<file path="config.mk">
export PLATFORM = sky130hd
export DESIGN_NAME = dl_fifo
export DESIGN_NICKNAME = d
export VERILOG_FILES = /design/src/rtl/dl_pkg.sv /design/src/rtl/dl_counter.sv /design/src/rtl/dl_fifo.sv
export SDC_FILE = /design/constraint.sdc
export NUM_CORES = 1
export LEC_CHECK = 0
export ABC_AREA = 1
export ABC_CLOCK_PERIOD_IN_PS = 2550
export CORE_ASPECT_RATIO = 1.5
export CORE_MARGIN = 5
export CORE_UTILIZATION = 30
export CTS_CLUSTER_SIZE = 8
export DETAILED_ROUTE_END_ITERATION = 7
export PLACE_DENSITY = 0.59
export SKIP_CTS_REPAIR_TIMING = 1
export SYNTH_ARGS = -nofsm -noshare
export SYNTH_HDL_FRONTEND = slang
export SYNTH_HIERARCHICAL = 1
export SYNTH_SLANG_ARGS = --single-unit
</file>
<file path="constraint.sdc">
create_clock -name clk -period 2.55 [get_ports clk]
set_input_delay 0.765 -clock clk [delete_from_list [all_inputs] [get_ports clk]]
set_output_delay 0.765 -clock clk [all_outputs]
set_load 0.01 [all_outputs]
</file>
<file path="src/rtl/dl_pkg.sv">
// Shared helpers for the dl_ family of queue blocks.
`ifndef DL_PKG_SV
`define DL_PKG_SV

package dl_pkg;

    // Pointer and occupancy width: index bits plus one wrap bit.
    function automatic int ptr_width(input int depth);
        return $clog2(depth) + 1;
    endfunction

endpackage

`endif

</file>
<file path="src/rtl/dl_counter.sv">
// Free-running wrap counter with enable; used for the FIFO read and write pointers.
`ifndef DL_COUNTER_SV
`define DL_COUNTER_SV

module dl_counter #(
    parameter int WIDTH = 3
) (
    input  logic             clk,
    input  logic             rst_n,
    input  logic             en,
    output logic [WIDTH-1:0] value
);

    always_ff @(posedge clk or negedge rst_n) begin
        if (!rst_n) begin
            value <= '0;
        end else if (en) begin
            value <= value + WIDTH'(1);
        end
    end

endmodule

`endif

</file>
<file path="src/rtl/dl_fifo.sv">
// Show-ahead synchronous FIFO with registered overflow/underflow pulses.
`ifndef DL_FIFO_SV
`define DL_FIFO_SV

module dl_fifo
    import dl_pkg::*;
#(
    parameter int NUM_BITS = 1,
    parameter int DEPTH    = 4
) (
    input  logic                           clk,
    input  logic                           rst_n,
    input  logic                           push,
    input  logic [NUM_BITS-1:0]            push_data,
    input  logic                           pop,
    output logic [NUM_BITS-1:0]            pop_data,
    output logic                           full,
    output logic                           empty,
    output logic [ptr_width(DEPTH)-1:0]    count,
    output logic                           overflow,
    output logic                           underflow
);

    localparam int PW = ptr_width(DEPTH);
    localparam int AW = PW - 1;

    logic [NUM_BITS-1:0] mem [DEPTH];
    logic [PW-1:0]       wr_ptr;
    logic [PW-1:0]       rd_ptr;
    logic                do_push;
    logic                do_pop;

    // Occupancy is the pointer distance; the wrap bit keeps full and empty distinct.
    assign count = wr_ptr - rd_ptr;
    assign full  = (count == PW'(DEPTH));
    assign empty = (count == '0);

    assign do_pop  = pop & ~empty;
    assign do_push = push & (~full | do_pop);

    assign pop_data = empty ? '0 : mem[rd_ptr[AW-1:0]];

    dl_counter #(.WIDTH(PW)) u_wr_ptr (
        .clk   (clk),
        .rst_n (rst_n),
        .en    (do_push),
        .value (wr_ptr)
    );

    dl_counter #(.WIDTH(PW)) u_rd_ptr (
        .clk   (clk),
        .rst_n (rst_n),
        .en    (do_pop),
        .value (rd_ptr)
    );

    // Storage is deliberately not reset; empty masks any stale entry.
    always_ff @(posedge clk) begin
        if (do_push) begin
            mem[wr_ptr[AW-1:0]] <= push_data;
        end
    end

    always_ff @(posedge clk or negedge rst_n) begin
        if (!rst_n) begin
            overflow  <= 1'b0;
            underflow <= 1'b0;
        end else begin
            overflow  <= push & ~do_push;
            underflow <= pop & ~do_pop;
        end
    end

endmodule

`endif

</file>
Yosys cells after proc, flatten, opt, wreduce, memory -nomap -nowiden
Memories as Yosys holds them, arrays and structs flattened.
Index checks and enable logic that the tools add are counted.
{"block": "op_classes", "bitwise": 9, "muxes": 3, "eq_ne": 1, "n_reduce_logical": 1, "add_sub_neg": 3}
{"cell": "$add A3 B1 Y3 const B", "n": 2}
{"cell": "$and A1 B1 Y1", "n": 4}
{"cell": "$not A1 Y1", "n": 4}
{"cell": "$eq A3 B3 Y1 const B", "n": 1}
{"cell": "$logic_not A3 Y1", "n": 1}
{"cell": "$mux W1", "n": 3}
{"cell": "$sub A3 B3 Y3", "n": 1}
{"cell": "$or A1 B1 Y1", "n": 1}
{"block": "word_totals", "in_bits": 5, "regBits": 8, "wordCells": 22, "output_inout_bits": 8, "memories": 1, "mem_bits_rw": 4}
{"memory": "mem", "depth": 4, "width": 1, "read_ports": 1, "rd_clocked_by_memory_dff": 0, "wr": 1, "line_no": "dl_fifo.sv:27", "text": "logic [NUM_BITS-1:0] mem [DEPTH];"}

Longest topological paths before layout
{"block": "depth", "ltp_word": 8, "mapped_depth": 13, "depth_no_buf": 13}

Hierarchy
Netlist, hierarchy kept.
{"module": "dl_fifo", "area_per_inst_um2": 389.1, "cells_per_inst": 52, "n_inst": 1, "seq_area_each_um2": 170.2}
{"module": "dl_counter", "area_per_inst_um2": 132.6, "cells_per_inst": 14, "n_inst": 2, "seq_area_each_um2": 75.1}

Worst setup path before layout
No wires, ideal clock.
{"block": "synth_timing", "path_type": "flip-flop to output port", "startpoint": "register u_wr_ptr.value[0]", "endpoint": "output port pop_data", "path_slack_ns": 0.227, "path_stages_with_launch": 9, "t_arrival_ns": 1.558, "required_ns": 1.785, "n_path_buf": 0, "cell_sequence": "dfrtp_1 -> inv_1 -> ha_1 -> fa_1 -> nand2_1 -> inv_1 -> nand3_1 -> nand2_1 -> inv_1"}
{"block": "synth_via", "elab_chain_cells": 3}
{"element": "start: declaration", "line_no": "dl_counter.sv:11", "text": "output logic [WIDTH-1:0] value"}
{"element": "start signal: assignment", "line_no": "dl_counter.sv:18", "text": "value <= value + WIDTH'(1);"}
{"element": "$sub A3 B3 Y3", "line_no": "dl_fifo.sv:34", "text": "assign count = wr_ptr - rd_ptr;"}
{"element": "$logic_not A3 Y1", "line_no": "dl_fifo.sv:36", "text": "assign empty = (count == '0);"}
{"element": "$mux W1", "line_no": "dl_fifo.sv:41", "text": "assign pop_data = empty ? '0 : mem[rd_ptr[AW-1:0]];"}
{"element": "end: declaration", "line_no": "dl_fifo.sv:16", "text": "output logic [NUM_BITS-1:0] pop_data,"}
No other way between the ends.

Worst setup path after layout
{"block": "layout_timing", "startpoint": "register u_rd_ptr.value[0]", "endpoint": "output port pop_data"}
{"block": "layout_via", "elab_chain_cells": 3, "elab_cells_between_ends": 4, "cone_classes": "add/sub (1); mux (1); reduce/logical (1); memory (1)"}
{"element": "start: declaration", "line_no": "dl_counter.sv:11"}
{"element": "start signal: assignment", "line_no": "dl_counter.sv:18"}
{"element": "$sub A3 B3 Y3", "line_no": "dl_fifo.sv:34"}
{"element": "$logic_not A3 Y1", "line_no": "dl_fifo.sv:36"}
{"element": "$mux W1 (*)", "line_no": "dl_fifo.sv:41"}
Every way passes the cells marked *; elsewhere a longest branch is shown, timed or not.

==> out/metrics.cfg <==
[status]
status=finished, violations left
violations=setup timing

[routing]
vias=558
via_per_inst=4.29
routedWlPerCell_um=9.75
drc=0
drtPass1Iterations=1
routed_wl_mm=1.27
drtAntennaViolNets=0
drtIter0Drc=0

[die]
io_pins=13
die_h_um=67.2
start_util_pct=31.9
rows=20
core_area_um2=2050
dieArea_um2=3230
die_w_um=48.1

[sta]
slew_headroom_pct=73.6
fin_crit_ps=2600
tightest_slew_ps=396
rsz0062_at_grt=true
period_share_pct=102
fin_ws_ps=-50.1
finalSetupViolCount=2
fmax_mhz=385
final-max-slew-violation-count=0
hold_viol=0
clock_skew_ps=1.28
worst_hold_slack_ps=588

[synth]
synth_most_common_cell=inv_1
synth_area_leader_cell=dfrtp_1
synth_fp_nets=89
synth_top_area_share_pct=30.6
ys_warn_count=6
synth_area_leaders=dfrtp_1, edfxtp_1, inv_1
synth-seq-area-share_pct=48.9
synth_flop_cell=dfrtp_1
synth_area_um2=654
synth.distinct_cells=13
synth_async_sr_flop_share_pct=66.7
synth_common_cells=inv_1, nand2_1, nor2_1
ys_ff_latch=12
synth_edf_count=4
synth_area_per_cell_um2=8.18
synthCells=80

[clock_tree]
clk_latency_ps=260
cts_tree=built
h-tree-depth=1
clkTransAtPathRegs_ps=80
numCtsBuffers=3
cts.sinks=12
root_buffer=clkbuf_4
clockBufferDepth=2

[grt]
overflow=0
antenna_found_initial=0
grt_pass1_wl_mm=2.17
grt_start_max_net_pins=9
grt_usage_pct=9.12
grt_pass1_vias=524

[cells_and_area]
finalNonFillerCells=130
drive_gt1_share_pct=28.7
nets=118
fin_util_pct=46.3
synthToLayoutAreaGrowth_pct=45.1
antenna_cells=0

[pwr]
p_comb_share_pct=70.6
p_clk_share_pct=8.0
p_sw_mw=0.612
p_total_mw=1.47
p_per_area_nw_per_um2=1550
switching_share_pct=41.6
ir_drop_uv=715
leakagePower_nw=0.522
p_int_mw=0.857
p_seq_share_pct=21.4

[placed_design]
place_worst_setup_slack_ps=-147
placedCellCount=124
gp_congestion=0.796
dpl.hpwl_mm=1.03
placement.io_buffers=12

[critical_path]
cp-end-kind=output port
crit_chain=ha_4, fa_2, nand2_2, inv_2, nand3_4, nand2_2, inv_1, clkbuf_2
start_kind=flip-flop
cpMostUsedCell=nand2_2
arrival_ps=1840
slowest_stage=fa_2
cp_max_fo=3
cpPeakStageDelay_ps=570
critPathKind=reg -> out
critPathRequiredTime_ps=1790

[worst_hold_path]
min_path_type=reg -> reg

[job]
cap_violations=0

==> critical path: cells and delay by family (launching register included) <==
kind	cells	cell delay, ps
adders and majority gates	2	740
buffers and inverters	3	220
and+or+nand+nor	3	200
DFF	1	410
==> power groups by stage <==
stage	clock [mW]	sequential (mW)	combinational, mW
after floorplan	0	0.330	0.442
after global placement	0	0.311	0.940
after detailed placement	0	0.314	0.950
after CTS	0.124	0.310	0.956
after global routing	0.132	0.325	1.17
final	0.117	0.314	1.04
==> registers in the layout, summed over array words and instances (netlist names) <==
| signal | flops |
|---|---|
| u_rd_ptr/value | 3 |
| mem | 4 |
| u_wr_ptr/value | 3 |
| underflow | 1 |
| overflow | 1 |
==> area by class of cell <==
cell class,instances,area (um2)
clock buffers,3,22.5
clock inverters,1,3.75
inverters,21,78.8
well taps,22,27.5
repair buffers,24,200
multi-input cells,47,297
fillers,200,1100
flip-flops and latches,12,320
==> final timing paths <==
| kind | to | from | slack (ps) | cells past startpoint |
|---|---|---|---|---|
| min in group asynchronous | u_rd_ptr/value[0] | rst_n | 790 | 1 |
| setup / recovery | pop_data | u_rd_ptr/value[0] | -50 | 8 |
| hold reg to reg | u_wr_ptr/value[0] | u_wr_ptr/value[0] | 590 | 2 |
| max in group asynchronous | u_wr_ptr/value[0] | rst_n | 1480 | 1 |
| setup reg to reg | u_wr_ptr/value[2] | u_rd_ptr/value[0] | 480 | 13 |
| hold / removal | u_wr_ptr/value[0] | u_wr_ptr/value[0] | 590 | 2 |
==> layout by cell type (no fill, tap or decap), types with 2 or more instances in the layout <==
cell              n
dlymetal6s2s_1    2
clkdlybuf4s50_1   7
inv_1            19
clkbuf_4          3
nand3_2           2
dfrtp_1           8
edfxtp_1          4
nand2_2           5
o21ai_0           5
xor2_1            2
buf_2             2
inv_2             2
nor2_1            9
buf_4            12
ha_1              2
nand2_1          16
nand3_1           2
==> through the flow <==
step,TNS (ps),cell area [um2]
floorplan,0,654
global placement,-291,877
detailed placement,-362,877
CTS,-1750,903
global route,-282,950
finish,-59.9,950
==> per-layer routing <==
layer	vias up	track usage [%]	wire [um]
met5	-	0	0
met4	0	2.02	0
met3	0	1.60	50
met2	6	15.4	676
met1	254	11.8	540
li1	298	-	-
==> kinds of logic (layout without fill, tap and decap cells) <==
| family | count (synthesis) | in the layout | share of synthesized area, % |
|---|---|---|---|
| AOI/OAI and AO/OA | 6 | 6 | 4.59 |
| and+or+nand+nor | 35 | 35 | 22.9 |
| adders and majority gates | 4 | 4 | 8.80 |
| xor gates and xnor gates | 2 | 2 | 2.68 |
| buffers and inverters | 21 | 49 | 12.0 |
| DFF | 12 | 12 | 48.9 |
Power figures use the tool's default switching activity.
